File: src/rtl/rcc_div_switch_ctrl.sv
// ---------------------------------------------------------------------------
// rcc_div_switch_ctrl
//
// Purpose: sequences glitch-safe ratio changes on the RCC dynamic clock
// divider (ratios 1/2/4/8/16/64/128/256/512). A request is accepted over a
// valid/ready handshake. The controller gates the divided clock off, waits
// for the gate to drain, drives the new div_sel code, waits for the divider
// to settle, then waits for div_en before re-opening the gate and
// returning a response.
//
// Optional feature macro: RCC_DIV_CTRL_STAT_EN
//   defined   : sw_cnt counts successful switches, err_sticky latches errors
//   undefined : sw_cnt and err_sticky are tied to 0, no statistics flops
//
// Ports:
//   i_clk      in   source clock (divider input clock)
//   rst        in   asynchronous active-high reset
//   req_vld    in   ratio change request valid
//   req_exp    in   [3:0] requested ratio as log2 (0..9, 5 unsupported)
//   req_rdy    out  high only in IDLE
//   rsp_vld    out  one-cycle completion pulse
//   rsp_err    out  qualifies rsp_vld: rejected or alignment timeout
//   busy       out  high whenever a switch sequence is in progress
//   div_sel    out  [3:0] select code to the divider
//   gate_en    out  downstream clock-gate enable
//   div_en     in   divider output-enable / phase alignment indication
//   sw_cnt     out  [15:0] completed switch count
//   err_sticky out  sticky error flag
// ---------------------------------------------------------------------------
module rcc_div_switch_ctrl #(
    parameter int GATE_DLY   = 4,
    parameter int SETTLE_CYC = 1024,
    parameter int ALIGN_TMO  = 1024,
    parameter int CNT_W      = 11
) (
    input  logic        i_clk,
    input  logic        rst,
    input  logic        req_vld,
    input  logic [3:0]  req_exp,
    output logic        req_rdy,
    output logic        rsp_vld,
    output logic        rsp_err,
    output logic        busy,
    output logic [3:0]  div_sel,
    output logic        gate_en,
    input  logic        div_en,
    output logic [15:0] sw_cnt,
    output logic        err_sticky
);

    typedef enum logic [1:0] {
        S_IDLE   = 2'd0,
        S_DRAIN  = 2'd1,
        S_SETTLE = 2'd2,
        S_ALIGN  = 2'd3
    } state_t;

    // Counter reload values: a phase of N cycles loads N-1 and ends at 0.
    localparam logic [CNT_W-1:0] GATE_LD   = CNT_W'(GATE_DLY - 1);
    localparam logic [CNT_W-1:0] SETTLE_LD = CNT_W'(SETTLE_CYC - 1);
    localparam logic [CNT_W-1:0] ALIGN_LD  = CNT_W'(ALIGN_TMO - 1);
    localparam logic [CNT_W-1:0] CNT_ONE   = CNT_W'(1);

    // Supported exponents; 5 (divide by 32) has no divider tap.
    function automatic logic exp_valid(input logic [3:0] e);
        return (e <= 4'd9) && (e != 4'd5);
    endfunction

    function automatic logic [3:0] exp_code(input logic [3:0] e);
        logic [3:0] c;
        case (e)
            4'd1:    c = 4'b1000;
            4'd2:    c = 4'b1001;
            4'd3:    c = 4'b1010;
            4'd4:    c = 4'b1011;
            4'd6:    c = 4'b1100;
            4'd7:    c = 4'b1101;
            4'd8:    c = 4'b1110;
            4'd9:    c = 4'b1111;
            default: c = 4'b0000;
        endcase
        return c;
    endfunction

    state_t           r_state,   w_state_nxt;
    logic [CNT_W-1:0] r_cnt,     w_cnt_nxt;
    logic [3:0]       r_new_exp, w_new_exp_nxt;
    logic [3:0]       r_cur_exp, w_cur_exp_nxt;
    logic [3:0]       r_div_sel, w_div_sel_nxt;
    logic             r_gate_en, w_gate_en_nxt;
    logic             r_rsp_vld, w_rsp_vld_nxt;
    logic             r_rsp_err, w_rsp_err_nxt;

    // State and control/output registers
    always_ff @(posedge i_clk or posedge rst) begin
        if (rst) begin
            r_state   <= S_IDLE;
            r_cur_exp <= 4'd0;
            r_div_sel <= 4'b0000;
            r_gate_en <= 1'b1;
            r_rsp_vld <= 1'b0;
            r_rsp_err <= 1'b0;
        end else begin
            r_state   <= w_state_nxt;
            r_cur_exp <= w_cur_exp_nxt;
            r_div_sel <= w_div_sel_nxt;
            r_gate_en <= w_gate_en_nxt;
            r_rsp_vld <= w_rsp_vld_nxt;
            r_rsp_err <= w_rsp_err_nxt;
        end
    end

    // Counter and latched exponent are only meaningful outside IDLE,
    // where they are always loaded before use, so they carry no reset.
    always_ff @(posedge i_clk) begin
        r_cnt     <= w_cnt_nxt;
        r_new_exp <= w_new_exp_nxt;
    end

    always_comb begin
        w_state_nxt   = r_state;
        w_cnt_nxt     = r_cnt;
        w_new_exp_nxt = r_new_exp;
        w_cur_exp_nxt = r_cur_exp;
        w_div_sel_nxt = r_div_sel;
        w_gate_en_nxt = r_gate_en;
        w_rsp_vld_nxt = 1'b0;
        w_rsp_err_nxt = 1'b0;

        case (r_state)
            S_IDLE: begin
                if (req_vld) begin
                    if (!exp_valid(req_exp)) begin
                        w_rsp_vld_nxt = 1'b1;
                        w_rsp_err_nxt = 1'b1;
                    end else if (req_exp == r_cur_exp) begin
                        w_rsp_vld_nxt = 1'b1;
                    end else begin
                        w_new_exp_nxt = req_exp;
                        w_gate_en_nxt = 1'b0;
                        w_cnt_nxt     = GATE_LD;
                        w_state_nxt   = S_DRAIN;
                    end
                end
            end
            S_DRAIN: begin
                if (r_cnt == '0) begin
                    w_div_sel_nxt = exp_code(r_new_exp);
                    w_cur_exp_nxt = r_new_exp;
                    w_cnt_nxt     = SETTLE_LD;
                    w_state_nxt   = S_SETTLE;
                end else begin
                    w_cnt_nxt = r_cnt - CNT_ONE;
                end
            end
            S_SETTLE: begin
                if (r_cnt == '0) begin
                    w_cnt_nxt   = ALIGN_LD;
                    w_state_nxt = S_ALIGN;
                end else begin
                    w_cnt_nxt = r_cnt - CNT_ONE;
                end
            end
            S_ALIGN: begin
                // div_en is tested first so alignment on the final
                // timeout cycle still counts as success.
                if (div_en) begin
                    w_gate_en_nxt = 1'b1;
                    w_rsp_vld_nxt = 1'b1;
                    w_state_nxt   = S_IDLE;
                end else if (r_cnt == '0) begin
                    w_gate_en_nxt = 1'b1;
                    w_rsp_vld_nxt = 1'b1;
                    w_rsp_err_nxt = 1'b1;
                    w_state_nxt   = S_IDLE;
                end else begin
                    w_cnt_nxt = r_cnt - CNT_ONE;
                end
            end
            default: w_state_nxt = S_IDLE;
        endcase
    end

    assign req_rdy = (r_state == S_IDLE);
    assign busy    = (r_state != S_IDLE);
    assign rsp_vld = r_rsp_vld;
    assign rsp_err = r_rsp_err;
    assign div_sel = r_div_sel;
    assign gate_en = r_gate_en;

`ifdef RCC_DIV_CTRL_STAT_EN
    logic [15:0] r_sw_cnt;
    logic        r_err_sticky;
    logic        w_sw_inc;

    assign w_sw_inc = (r_state == S_ALIGN) && div_en;

    // Statistics update together with the response they describe
    always_ff @(posedge i_clk or posedge rst) begin
        if (rst) begin
            r_sw_cnt     <= 16'd0;
            r_err_sticky <= 1'b0;
        end else begin
            if (w_sw_inc) begin
                r_sw_cnt <= r_sw_cnt + 16'd1;
            end
            if (w_rsp_vld_nxt && w_rsp_err_nxt) begin
                r_err_sticky <= 1'b1;
            end
        end
    end

    assign sw_cnt     = r_sw_cnt;
    assign err_sticky = r_err_sticky;
`else
    assign sw_cnt     = 16'd0;
    assign err_sticky = 1'b0;
`endif

endmodule

File: config.mk
export PLATFORM = sky130hd
export DESIGN_NAME = rcc_div_switch_ctrl
export DESIGN_NICKNAME = d
export VERILOG_FILES = /design/src/rtl/rcc_div_switch_ctrl.sv
export SDC_FILE = /design/constraint.sdc
export NUM_CORES = 1
export LEC_CHECK = 0
export BUFFER_PORTS_ARGS = -buffer_cell sky130_fd_sc_hd__buf_2
export CORE_MARGIN = 8
export CORE_UTILIZATION = 58
export DETAILED_ROUTE_END_ITERATION = 7
export GPL_TIMING_DRIVEN = 0
export PLACE_DENSITY = 0.94
export SLEW_MARGIN = 15
export SYNTH_ARGS = -nofsm -noshare
export SYNTH_HDL_FRONTEND = slang
export SYNTH_SLANG_ARGS = --single-unit
File: constraint.sdc
create_clock -name i_clk -period 6.8 [get_ports i_clk]
set_clock_uncertainty 0.15 [all_clocks]
set_input_delay 0.68 -clock i_clk [delete_from_list [all_inputs] [get_ports i_clk]]
set_output_delay 0.68 -clock i_clk [all_outputs]
set_load 0.02 [all_outputs]
==> flow_summary.json, run 1 <==
{
  "drc_errors": 0,
  "leakage_nw": 0.8972,
  "io_pins": 34,
  "reg2reg_to": "r_cnt[10]$_DFFE_PP_",
  "ys.flop_type": "edfxtp_1",
  "cts_tree": "built",
  "root_buffer": "clkbuf_4",
  "drt_iter0_drc": 63,
  "ys_seq_area_frac": 0.4471,
  "synth_top_cell_by_area": "edfxtp_1",
  "yosysMostFrequentCell": "buf_4",
  "synth_edf_count": 15,
  "drive_gt1_frac": 0.2439,
  "rows": 20,
  "synth.top_cells.by_area": "edfxtp_1 26%, dfrtp_1 17%, buf_4 7.8%",
  "ys_ff_latch": 28,
  "syn_to_final_growth_pct": 13.18,
  "start_util": 0.5886,
  "ff2ff_setup_slack_ns": 4.08,
  "syn_area_per_cell_um2": 10.28,
  "dr.pass1.iters": 4,
  "die_x_um": 70.74,
  "place_hpwl_mm": 2.588,
  "cts_buffers": 3,
  "clockBufferDepth": 2,
  "path_clk_slew_ns": 0.15,
  "ant_nets": 0,
  "multi_input_area_um2": 835.8,
  "n_fill_cell": 239,
  "setup_tns_ns": 0,
  "relSlewSlack": 0.4038,
  "crit_fanout": 11,
  "post_cts_resized": 0,
  "synthArstFlopShare": 0.4643,
  "critPathKind": "flop to flop",
  "cp.arrival_ns": 2.54,
  "hold_viol": 0,
  "worst_pin_slew_ns": 0.8925,
  "hold_slack_ns": 0.1928,
  "setup_violations": 0,
  "die_h_um": 70.74,
  "rsz0062_at_grt": "false",
  "routed_wl_mm": 3.421,
  "port_buffers": 16,
  "synth_top_area_frac": 0.2592,
  "hp-class": "input pin to asynchronous set/reset pin",
  "status": "finished clean",
  "place_congestion": 0.8477,
  "vias": 1300,
  "cts_htree_levels": 1,
  "grt_pass1_vias": 1224,
  "viasPerCell": 5.462,
  "dieArea_um2": 5004,
  "final_max_slew_viol_count": 0,
  "grt_pass1_wl_mm": 5.651,
  "fin_crit_ns": 2.719,
  "clkLatencyLatePin_ns": 0.33,
  "ff_latch_area_um2": 777.0,
  "crit_path_end_kind": "flop",
  "wl_per_cell_um": 14.37,
  "crit_required_ns": 6.62,
  "maxCapViolCount": 0,
  "worstRegToRegCells": 7,
  "rr_startpoint": "r_cnt[0]$_DFFE_PP_",
  "ys_warn_count": 0,
  "nets": 224,
  "synth_top_cells_by_count": "18 x buf_4, 15 x edfxtp_1, 12 x dfrtp_1, 12 x nand2_1, 12 x o21ai_1",
  "coreArea_um2": 2953,
  "gr-total-overflow": 0,
  "post-cts-setup-buffers": 0,
  "synthCells": 169,
  "antenna_cells": 0,
  "antenna_found_initial": 0,
  "cts.sinks": 28,
  "finalCritPeriodShare": 0.3998,
  "syn_area_um2": 1738,
  "cts_hold_buf": 0,
  "critPathLaunchType": "flop",
  "gr-usage-all-layers": 0.1380,
  "ir_drop_mv": 0.4115,
  "yosys.cell_types.count": 44,
  "powerDensity_nw_per_um2": 407.6,
  "grt_max_degree": 17,
  "fmax_mhz": 367.8
}
## power breakdown
part	switching [mW]	internal (mW)
Sequential	0.0595	0.267
Clock	0.0497	0.0450
Combinational	0.235	0.145
## layout by cell type, fill, tap and decap left out, types with 5 or more instances in the layout
master and count:
a21oi_1 5, buf_2 17, buf_4 18, conb_1 17
dfrtp_1 12, edfxtp_1 15, ha_1 10, inv_1 10
nand2_1 12, nor2_1 11, nor3_1 5, o21ai_1 12
xnor2_1 9
## sequential cells by signal, summed over array words and instances (netlist names)
name       flops
r_cnt         11
div_sel        4
r_cur_exp      4
r_new_exp      4
r_state        2
gate_en        1
rsp_err        1
rsp_vld        1
## routing by layer
layer | global-route usage | vias up | routed length, µm
li1 | - | 636 | -
met1 | 0.1685 | 593 | 1489
met2 | 0.2266 | 58 | 1599
met3 | 0.03107 | 13 | 242
met4 | 0.06005 | 0 | 89
met5 | 0 | - | 0
## cells by family (layout without fill, tap and decap cells)
logic type / Yosys count / count (layout) / synth area share
flip-flops: 28 / 28 / 0.4471
other: 1 / 17 / 0.002158
multiplexers: 3 / 3 / 0.01800
AO/OA/AOI/OAI: 38 / 38 / 0.1404
adder cells (fa/ha/maj): 10 / 10 / 0.07199
XOR/XNOR: 11 / 11 / 0.05544
AND/OR/NAND/NOR: 47 / 47 / 0.1584
buffers and inverters: 31 / 51 / 0.1065
## through the flow
step	cells	setup slack, ns	instance area [µm²]	total power, mW	utilization
after floorplan	185	4.419	1798	0.6100	-
after global placement	234	4.090	1919	0.6849	0.6500
after detailed placement	234	4.068	1919	0.7034	0.6500
after CTS	238	4.084	1967	0.7983	0.6661
after global routing	238	3.867	1967	0.8575	0.6661
final	238	4.081	1967	0.8017	0.6661
## worst max-delay path: stages, from the launching register on
cell      delay (ns)
edfxtp_1        0.40
inv_1           0.08
ha_1            0.23
nor3b_2         0.22
and3_1          0.17
buf_4           0.16
o21ai_1         0.20
nor2b_1         0.75
## final cells by class
class	instances	area share
clock buffers	4	0.02417
repair buffers	16	0.04071
plain buffers	21	0.07506
well taps	33	0.02099
flip-flops and latches	28	0.3950
inverters	10	0.01908
multi-input cells	126	0.4249
## how the worst max path moves through the flow
stage | start | endpoint | slack (ns) | cells past startpoint
floorplan | r_cnt[0]$_DFFE_PP_ | r_cnt[0]$_DFFE_PP_ | 4.42 | 7
global placement | r_cnt[0]$_DFFE_PP_ | r_cnt[6]$_DFFE_PP_ | 4.09 | 7
detailed placement | r_cnt[0]$_DFFE_PP_ | r_cnt[6]$_DFFE_PP_ | 4.07 | 7
CTS | r_cnt[0]$_DFFE_PP_ | r_cnt[10]$_DFFE_PP_ | 4.08 | 7
global route | r_cnt[0]$_DFFE_PP_ | r_cnt[10]$_DFFE_PP_ | 3.87 | 7
finish | r_cnt[0]$_DFFE_PP_ | r_cnt[10]$_DFFE_PP_ | 4.08 | 7
No activity file was read; power rests on OpenSTA's default activity.
==> run 2, diff against run 1 <==
--- a/config.mk
+++ b/config.mk
@@ -7,10 +7,10 @@
 export LEC_CHECK = 0
 export BUFFER_PORTS_ARGS = -buffer_cell sky130_fd_sc_hd__buf_2
 export CORE_MARGIN = 8
-export CORE_UTILIZATION = 58
+export CORE_UTILIZATION = 49
 export DETAILED_ROUTE_END_ITERATION = 7
 export GPL_TIMING_DRIVEN = 0
-export PLACE_DENSITY = 0.94
+export PLACE_DENSITY = 0.86
 export SLEW_MARGIN = 15
 export SYNTH_ARGS = -nofsm -noshare
 export SYNTH_HDL_FRONTEND = slang
==> constraint.sdc (replaced) <==
create_clock -name i_clk -period 2.24 [get_ports i_clk]
set_clock_uncertainty 0.15 [all_clocks]
set_input_delay 0.224 -clock i_clk [delete_from_list [all_inputs] [get_ports i_clk]]
set_output_delay 0.224 -clock i_clk [all_outputs]
set_load 0.02 [all_outputs]
==> flow_summary.json, run 2 (synthesized netlist as in run 1, its figures left out) <==
{
  "status": "finished clean",
  "dr.pass1.iters": 4,
  "clkLatencyLatePin_ns": 0.31,
  "cts.sinks": 28,
  "fmax_mhz": 456.1,
  "layout_common_cells": "19 x buf_4, 17 x buf_2, 17 x conb_1",
  "critPathMaxStageDelay_ns": 0.42,
  "grt_pass1_wl_mm": 5.637,
  "nets": 231,
  "vias": 1275,
  "grt_pass1_vias": 1278,
  "maxCapViolCount": 0,
  "drive_gt1_frac": 0.2500,
  "crit_chain": "inv_1, ha_1, nor3b_4, and3_1, buf_4, o21ai_1, nor2b_4, buf_12",
  "worst_pin_slew_ns": 0.5478,
  "ir_drop_mv": 0.9488,
  "antenna_found_initial": 0,
  "final_common_cell": "buf_4",
  "fin_crit_ns": 2.193,
  "hold_slack_ns": 0.1217,
  "critPathBufInv": 3,
  "cts_tree": "built",
  "wl_per_cell_um": 13.08,
  "setup_violations": 0,
  "path_clk_slew_ns": 0.14,
  "place_hpwl_mm": 2.500,
  "die_x_um": 75.56,
  "powerDensity_nw_per_um2": 1185,
  "clockBufferDepth": 2,
  "final_max_slew_viol_count": 0,
  "relSlewSlack": 0.6320,
  "critPathKind": "flop to flop",
  "finalCritPeriodShare": 0.9789,
  "rows": 21,
  "root_buffer": "clkbuf_4",
  "cts_buffers": 3,
  "drc_errors": 0,
  "critPathLaunchType": "flop",
  "place_congestion": 0.8201,
  "die_h_um": 75.56,
  "drt_iter0_drc": 34,
  "crit_required_ns": 2.14,
  "antenna_cells": 0,
  "ff2ff_setup_slack_ns": 0.05,
  "syn_to_final_growth_pct": 18.36,
  "final_core_util": 0.6116,
  "crit_path_top_delay_cell": "edfxtp_1",
  "cp.arrival_ns": 2.09,
  "ant_nets": 0,
  "top_register": "r_cnt",
  "rsz0062_at_grt": "false",
  "crit_fanout": 11,
  "coreArea_um2": 3363,
  "dieArea_um2": 5709,
  "largest_register_ffs": 11,
  "hold_viol": 0,
  "leakage_nw": 0.9340,
  "hp-class": "input pin to flop",
  "crit_family": "simple AND/OR/NAND/NOR gates",
  "gr-usage-all-layers": 0.1269,
  "cts_htree_levels": 1,
  "grt_max_degree": 16,
  "start_util": 0.5167,
  "crit_path_end_kind": "flop",
  "viasPerCell": 4.942,
  "gr-total-overflow": 0,
  "io_pins": 34,
  "power_mw": 2.438,
  "routed_wl_mm": 3.374,
  "port_buffers": 16
}
## run 2: path summary, 6_finish.rpt
kind                                startpoint                  end  cells after the start
setup reg to reg            r_cnt[0]$_DFFE_PP_   r_cnt[9]$_DFFE_PP_                      8
setup / recovery            r_cnt[0]$_DFFE_PP_   r_cnt[9]$_DFFE_PP_                      8
hold reg to reg            gate_en$_DFFE_PP1P_  gate_en$_DFFE_PP1P_                      2
max in group asynchronous                  rst  gate_en$_DFFE_PP1P_                      3
min in group asynchronous                  rst    rsp_err$_DFF_PP0_                      3
hold / removal                          div_en  gate_en$_DFFE_PP1P_                      3
## run 2: per-layer routing
layer	routed length (µm)	global-route usage	up-vias	part of all wire
met1	1583	0.1663	586	0.47
met4	60	0.05970	0	0.018
met3	177	0.01711	4	0.052
li1	-	-	648	-
met2	1554	0.2013	37	0.46
met5	0	0	-	0
## run 2: repair_timing
item	in CTS	in global routing
hold endpoints to repair	16	0
hold buffers	5	0
endpoints found under the setup margin	11	4
resized for setup	2	1
buffers inserted	2	0
## run 2: area by class of cell
cell class                 instances  area [µm²]
fill                             283        1306
multi-input combinational        126       853.3
sequential                        28       777.0
timing repair buffer              23       157.7
buffer                            21       147.6
tap                               46       57.56
inverter                          10       37.54
clock buffer                       4       26.28
## run 2: stage by stage
step | area [µm²] | setup slack, ns | instances | setup TNS, ns
after global placement | 1938 | -0.1769 | 247 | -1.940
after floorplan | 1800 | 0.06002 | 185 | 0
after CTS | 2053 | 0.08159 | 258 | 0
after detailed placement | 1938 | -0.2159 | 247 | -2.371
final | 2057 | 0.04737 | 258 | 0
after global routing | 2057 | 0.01023 | 258 | 0
## run 2: power breakdown
group / internal, mW / total [mW] / switching [mW]
Clock: 0.0695 / 0.205 / 0.135
Sequential: 0.810 / 0.990 / 0.180
Combinational: 0.516 / 1.24 / 0.727
Total: 1.40 / 2.44 / 1.04
## run 2: tightest hold or removal path: stages
cell	delay, ns
buf_2	0.09
o21ai_1	0.10
o21ai_1	0.13
